--- src/rtl/int_ctrl_pkg.sv ---
// Shared constants and types for the vectored interrupt controller.
package int_ctrl_pkg;

   localparam logic [1:0] CSR_MASK = 2'd0;
   localparam logic [1:0] CSR_PEND = 2'd1;
   localparam logic [1:0] CSR_INSV = 2'd2;
   localparam logic [1:0] CSR_CTRL = 2'd3;

   typedef enum logic [0:0] {
      ST_IDLE = 1'b0,
      ST_REQ  = 1'b1
   } state_e;

   // Index width that stays legal for a single channel.
   function automatic int unsigned idx_w(int unsigned n);
      return (n > 1) ? $clog2(n) : 1;
   endfunction

endpackage

--- src/rtl/int_ctrl_if.sv ---
// CPU-side request/ack handshake and register port of the interrupt controller.
interface int_ctrl_if
   import int_ctrl_pkg::*;
#(
   parameter int unsigned N_IRQ  = 8,
   parameter int unsigned DATA_W = 16,
   parameter int unsigned ADDR_W = 16
);
   localparam int unsigned ID_W = idx_w(N_IRQ);

   logic              int_req;
   logic [ADDR_W-1:0] int_vec;
   logic [ID_W-1:0]   int_id;
   logic              int_ack;
   logic              int_ret;
   logic              csr_we;
   logic [1:0]        csr_addr;
   logic [DATA_W-1:0] csr_wdata;
   logic [DATA_W-1:0] csr_rdata;

   modport master (
      input  int_req, int_vec, int_id, csr_rdata,
      output int_ack, int_ret, csr_we, csr_addr, csr_wdata
   );

   modport slave (
      output int_req, int_vec, int_id, csr_rdata,
      input  int_ack, int_ret, csr_we, csr_addr, csr_wdata
   );

endinterface

--- src/rtl/int_prio_enc.sv ---
// Lowest-set-bit priority encoder: bit 0 wins.
module int_prio_enc
   import int_ctrl_pkg::*;
#(
   parameter int unsigned N = 8
) (
   input  logic [N-1:0]        vec,
   output logic                valid,
   output logic [idx_w(N)-1:0] idx
);
   localparam int unsigned W = idx_w(N);

   always_comb begin
      valid = 1'b0;
      idx   = '0;
      for (int i = N - 1; i >= 0; i--) begin
         if (vec[i]) begin
            valid = 1'b1;
            idx   = W'(i);
         end
      end
   end

endmodule

--- src/rtl/int_ctrl.sv ---
// Vectored, prioritised, edge-triggered interrupt controller with a 4-register CSR port.
// Define INT_CTRL_NEST_EN to let higher-priority channels preempt an in-service one.
module int_ctrl
   import int_ctrl_pkg::*;
#(
   parameter int unsigned       N_IRQ      = 8,
   parameter int unsigned       DATA_W     = 16,
   parameter int unsigned       ADDR_W     = 16,
   parameter logic [ADDR_W-1:0] VEC_BASE   = 16'h0010,
   parameter int unsigned       VEC_STRIDE = 4
) (
   input  logic             clk,
   input  logic             reset,
   input  logic [N_IRQ-1:0] irq,
   int_ctrl_if.slave        bus
);
   localparam int unsigned ID_W = idx_w(N_IRQ);

   logic [N_IRQ-1:0] sync1_q, sync2_q, sync3_q, edge_det;
   logic [N_IRQ-1:0] mask_q, mask_d, pend_q, pend_d, insv_q, insv_d;
   logic             ctrl_q, ctrl_d;
   state_e           state_q, state_d;
   logic [ID_W-1:0]  id_q, id_d;

   logic [N_IRQ-1:0] cand, id_oh, insv_oh, wdata_n;
   logic             cand_valid, insv_valid, eligible, take_ack;
   logic             wr_mask, wr_pend, wr_ctrl;
   logic [ID_W-1:0]  cand_idx, insv_idx;
   logic [DATA_W-1:0] rdata;
   logic             unused_wdata;

   assign unused_wdata = ^bus.csr_wdata;
   assign wdata_n      = bus.csr_wdata[N_IRQ-1:0];
   assign wr_mask      = bus.csr_we && (bus.csr_addr == CSR_MASK);
   assign wr_pend      = bus.csr_we && (bus.csr_addr == CSR_PEND);
   assign wr_ctrl      = bus.csr_we && (bus.csr_addr == CSR_CTRL);

   // sync3 holds the previous synchronised level for rising-edge detection.
   always_ff @(posedge clk or negedge reset) begin
      if (!reset) begin
         sync1_q <= '0;
         sync2_q <= '0;
         sync3_q <= '0;
      end else begin
         sync1_q <= irq;
         sync2_q <= sync1_q;
         sync3_q <= sync2_q;
      end
   end

   assign edge_det = sync2_q & ~sync3_q;
   assign cand     = pend_q & mask_q & {N_IRQ{ctrl_q}};
   assign take_ack = (state_q == ST_REQ) && bus.int_ack;
   assign id_oh    = N_IRQ'(1) << id_q;
   assign insv_oh  = N_IRQ'(1) << insv_idx;

   int_prio_enc #(.N(N_IRQ)) u_cand_enc (
      .vec   (cand),
      .valid (cand_valid),
      .idx   (cand_idx)
   );

   int_prio_enc #(.N(N_IRQ)) u_insv_enc (
      .vec   (insv_q),
      .valid (insv_valid),
      .idx   (insv_idx)
   );

`ifdef INT_CTRL_NEST_EN
   assign eligible = !insv_valid || (cand_idx < insv_idx);
`else
   assign eligible = !insv_valid;
`endif

   // New edges win over both ack-clear and W1C; ret clears before ack sets.
   always_comb begin
      mask_d = wr_mask ? wdata_n : mask_q;
      ctrl_d = wr_ctrl ? bus.csr_wdata[0] : ctrl_q;
      pend_d = pend_q;
      if (wr_pend)  pend_d = pend_d & ~wdata_n;
      if (take_ack) pend_d = pend_d & ~id_oh;
      pend_d = pend_d | edge_det;
      insv_d = insv_q;
      if (bus.int_ret && insv_valid) insv_d = insv_d & ~insv_oh;
      if (take_ack)                  insv_d = insv_d | id_oh;
   end

   always_ff @(posedge clk or negedge reset) begin
      if (!reset) begin
         mask_q <= '0;
         pend_q <= '0;
         insv_q <= '0;
         ctrl_q <= 1'b0;
      end else begin
         mask_q <= mask_d;
         pend_q <= pend_d;
         insv_q <= insv_d;
         ctrl_q <= ctrl_d;
      end
   end

   always_ff @(posedge clk or negedge reset) begin
      if (!reset) begin
         state_q <= ST_IDLE;
         id_q    <= '0;
      end else begin
         state_q <= state_d;
         id_q    <= id_d;
      end
   end

   always_comb begin
      state_d = state_q;
      id_d    = id_q;
      case (state_q)
         ST_IDLE: begin
            if (cand_valid && eligible) begin
               state_d = ST_REQ;
               id_d    = cand_idx;
            end
         end
         ST_REQ: begin
            if (bus.int_ack) state_d = ST_IDLE;
         end
         default: state_d = ST_IDLE;
      endcase
   end

   always_comb begin
      bus.int_req = 1'b0;
      bus.int_id  = '0;
      bus.int_vec = '0;
      if (state_q == ST_REQ) begin
         bus.int_req = 1'b1;
         bus.int_id  = id_q;
         bus.int_vec = VEC_BASE + ADDR_W'(id_q) * ADDR_W'(VEC_STRIDE);
      end
   end

   always_comb begin
      rdata = '0;
      case (bus.csr_addr)
         CSR_MASK: rdata[N_IRQ-1:0] = mask_q;
         CSR_PEND: rdata[N_IRQ-1:0] = pend_q;
         CSR_INSV: rdata[N_IRQ-1:0] = insv_q;
         CSR_CTRL: rdata[0]         = ctrl_q;
         default:  rdata = '0;
      endcase
   end

   assign bus.csr_rdata = rdata;

endmodule

--- src/flat_wrapper.sv ---
// flat-port wrapper written by rule: the top's interface ports become plain ports
module int_ctrl_flat import int_ctrl_pkg::*;
#(
   parameter int unsigned       N_IRQ      = 8,
   parameter int unsigned       DATA_W     = 16,
   parameter int unsigned       ADDR_W     = 16,
   parameter logic [ADDR_W-1:0] VEC_BASE   = 16'h0010,
   parameter int unsigned       VEC_STRIDE = 4
)
  (clk, reset, irq, bus_int_req, bus_int_vec, bus_int_id, bus_csr_rdata, bus_int_ack, bus_int_ret, bus_csr_we, bus_csr_addr, bus_csr_wdata);
  int_ctrl_if #(.N_IRQ(N_IRQ), .DATA_W(DATA_W), .ADDR_W(ADDR_W)) bus_i ();
  input  logic clk;
  input  logic reset;
  input  logic [N_IRQ-1:0] irq;
  output wire logic [$bits(bus_i.int_req)-1:0] bus_int_req;
  output wire logic [$bits(bus_i.int_vec)-1:0] bus_int_vec;
  output wire logic [$bits(bus_i.int_id)-1:0] bus_int_id;
  output wire logic [$bits(bus_i.csr_rdata)-1:0] bus_csr_rdata;
  input wire logic [$bits(bus_i.int_ack)-1:0] bus_int_ack;
  input wire logic [$bits(bus_i.int_ret)-1:0] bus_int_ret;
  input wire logic [$bits(bus_i.csr_we)-1:0] bus_csr_we;
  input wire logic [$bits(bus_i.csr_addr)-1:0] bus_csr_addr;
  input wire logic [$bits(bus_i.csr_wdata)-1:0] bus_csr_wdata;
  assign bus_int_req = bus_i.int_req;
  assign bus_int_vec = bus_i.int_vec;
  assign bus_int_id = bus_i.int_id;
  assign bus_csr_rdata = bus_i.csr_rdata;
  assign bus_i.int_ack = bus_int_ack;
  assign bus_i.int_ret = bus_int_ret;
  assign bus_i.csr_we = bus_csr_we;
  assign bus_i.csr_addr = bus_csr_addr;
  assign bus_i.csr_wdata = bus_csr_wdata;
  int_ctrl #(.N_IRQ(N_IRQ), .DATA_W(DATA_W), .ADDR_W(ADDR_W), .VEC_BASE(VEC_BASE), .VEC_STRIDE(VEC_STRIDE)) u_core (.clk(clk), .reset(reset), .irq(irq), .bus(bus_i));
endmodule
--- config.mk ---
export PLATFORM = sky130hd
export DESIGN_NAME = int_ctrl_flat
export DESIGN_NICKNAME = d
export VERILOG_FILES = /design/src/rtl/int_ctrl_pkg.sv /design/src/rtl/int_ctrl_if.sv /design/src/rtl/int_prio_enc.sv /design/src/rtl/int_ctrl.sv /design/src/flat_wrapper.sv
export SDC_FILE = /design/constraint.sdc
export NUM_CORES = 1
export LEC_CHECK = 0
export ABC_AREA = 1
export CAP_MARGIN = 20
export CORE_ASPECT_RATIO = 2
export CORE_UTILIZATION = 29
export DETAILED_ROUTE_END_ITERATION = 7
export SYNTH_ARGS = -nofsm -noshare
export SYNTH_HDL_FRONTEND = slang
export SYNTH_HIERARCHICAL = 1
export SYNTH_SLANG_ARGS = --single-unit
--- constraint.sdc ---
create_clock -name clk -period 1.9 [get_ports clk]
set_input_delay 0.19 -clock clk [delete_from_list [all_inputs] [get_ports clk]]
set_output_delay 0.19 -clock clk [all_outputs]
set_load 0.05 [all_outputs]
==> impl_metrics.ini <==
[global_route]
grt_pass1_vias = 2036
use_met3 = 0.0211
antenna_found_initial = 0
track_usage = 0.147
grt_max_degree = 54
grtUsageMet2 = 0.254
grtUsageMet1 = 0.144
grt.busiest_layer = met2
grt_pass1_wl_um = 9720
overflow = 0

[worst_setup_path]
crit_type = input port to primary output
critPathMaxFanout = 13
crit_required_ns = 1.71
r2r_cells = 10
critPathCaptureType = primary output
startpoint = bus_csr_addr[1]
crit_arrival_ns = 1.65
worstReg2RegStart = u_core/ctrl_q
r2r_end = u_core/id_q[0]
crit_path_start_kind = input port
worstSetupEndpoint = bus_csr_rdata[6]
reg2reg_setup_slack_ns = 0.35

[floorplan]
num_rows = 48
die-area_mm2 = 0.00918
die_h_um = 134
io_pins = 67
chipWidth_um = 68.2
initial_utilization = 0.296
core_area_mm2 = 0.00859

[sta]
setup_violations = 0
whs_ns = 0.328
tns_ns = 0
max_clock_freq_ghz = 0.543
hold_viol_final = 0
clock_skew_ns = 0.00192
rsz0062_at_grt = no
fin_crit_sh = 0.969
timing.final.crit_period_ns = 1.84
drv_slew = 0

[logic_synthesis]
synth_cells = 311
syn_area_mm2 = 0.00254
avgSynthCellArea_um2 = 8.18
synth-seq-cells = 53
synth.distinct_cells = 22
synth-seq-area-share = 0.521
yosysWarnings = 6

[routing]
postRouteAntennaNets = 0
drtPass1Iterations = 4
drt-total-wl_um = 5810
drc_errors = 0
wl_per_cell_um = 12.7
drt_first_iter_violations = 87
via_per_inst = 4.44
vias = 2026

[job]
cap_violations = 0

[power]
power.density_mw_per_mm2 = 1270
ir_worst_vdd_uv = 551
power.leakage_nw = 1.66

[hold_path]
hold_depth = 1
hp-class = input port to flip-flop

[finish]
area_growth_pct = 27.0
final_nets = 386
drive_gt1_frac = 0.112
fillCellCount = 883
final_area_mm2 = 0.00323
n_antenna_cell = 0

[place]
place.gp.congestion = 0.940
io_buffers = 38
placed_cell_area_mm2 = 0.00303
hpwl_um = 4470

[clock_tree]
cts_tree = yes
clkTransAtPathRegs_ns = 0.07
cts-root-buf = clkbuf_16
cts_sinks = 53
clk_path_buf_depth = 2
cts_setup_buffers = 0
htreeDepth = 2
cts_buffers = 5
clock_latency_ns = 0.29

[run_status]
outcome = complete, no violations
state kept, by name, summed over array words and instances, names as in the netlist:
register,flops
u_core/ctrl_q,1
u_core/id_q,3
u_core/insv_q,8
u_core/mask_q,8
u_core/pend_q,8
u_core/state_q,1
u_core/sync1_q,8
u_core/sync2_q,8
u_core/sync3_q,8
critical path: stages:
cell and delay (ns):
clkdlybuf4s50_1 0.57, nor2_4 0.38, nand2_1 0.11, o211ai_1 0.21, buf_12 0.19
cell usage after synthesis (all sizes together):
cell type / instances / area (um2)
nand2: 102 / 385
dfrtp: 53 / 1330
inv: 44 / 165
nand3: 32 / 160
buf: 27 / 205
nor2: 21 / 113
o21ai: 11 / 55.1
nand4: 7 / 43.8
a21oi: 4 / 20.0
o211ai: 3 / 22.5
a31oi: 2 / 12.5
nor3: 2 / 20.0
or2: 2 / 12.5
conb: 1 / 3.75
stage by stage:
stage,utilization,power (mW),worst slack (ns),instances
detailed placement,0.353,2.95,0.112,447
floorplan,-,2.49,0.170,330
finish,0.376,4.10,0.0587,456
global placement,0.353,2.92,0.128,447
CTS,0.376,4.14,0.0644,456
global route,0.376,4.36,0.0187,456
cells by family after synthesis:
logic type             Yosys count  synth area share
other                            1           0.00147
DFF                             53             0.521
and+or+nand+nor                166             0.289
buffers and inverters           71             0.146
AOI/OAI and AO/OA               20            0.0433
area by class of cell:
cell class | count | area, um2 | share of cell area
inverters | 44 | 165 | 0.0511
repair buffers | 45 | 505 | 0.156
clock inverters | 3 | 65.1 | 0.0201
well taps | 100 | 125 | 0.0387
clock buffers | 5 | 125 | 0.0387
multi-input cells | 206 | 920 | 0.285
flip-flops and latches | 53 | 1330 | 0.410
what timing repair did:
action | in CTS | in global routing
resized for setup | 0 | 0
hold buffers | 1 | 0
endpoints found under the hold margin | 53 | 0
how the worst min path moves through the flow:
stage                   endpoint  slack, ns  startpoint
2_1_floorplan      u_core/ctrl_q      -0.11       reset
3_3_place_gp   u_core/sync1_q[3]       0.20       reset
3_5_place_dp   u_core/sync2_q[3]       0.20       reset
4_1_cts        u_core/sync1_q[6]       0.32      irq[6]
5_1_grt        u_core/sync1_q[7]       0.33      irq[7]
6_report       u_core/sync1_q[6]       0.33      irq[6]
cells in the final DEF, fill, tap and decap left out:
cell type and count:
nand4_1 7, o21ai_1 1, nor2_1 17, conb_1 20, nor2_4 2, buf_4 12, bufinv_16 2, or2_1 2
a21oi_1 4, o21ai_0 10, dlygate4sd3_1 1, a31oi_1 2, nor2_8 1, o211ai_1 3, clkdlybuf4s50_1 22, nor2_2 1
nor3_2 2, inv_2 3, nand3_1 32, buf_2 1, inv_1 41, clkbuf_16 5, nand2_1 101, nand2_2 1
dfrtp_1 53, clkinv_2 1, buf_12 9
power by group:
part | switching, mW | total (mW) | internal (mW)
sequential | 0.171 | 1.49 | 1.32
clock | 0.411 | 1.16 | 0.753
combinational | 0.956 | 1.45 | 0.490
routing by layer:
layer,up-vias,wire (um)
met4,0,458
met1,933,2000
met2,62,3180
met5,-,0
li1,1006,-
met3,25,177
(Power assumes the default switching activity.)
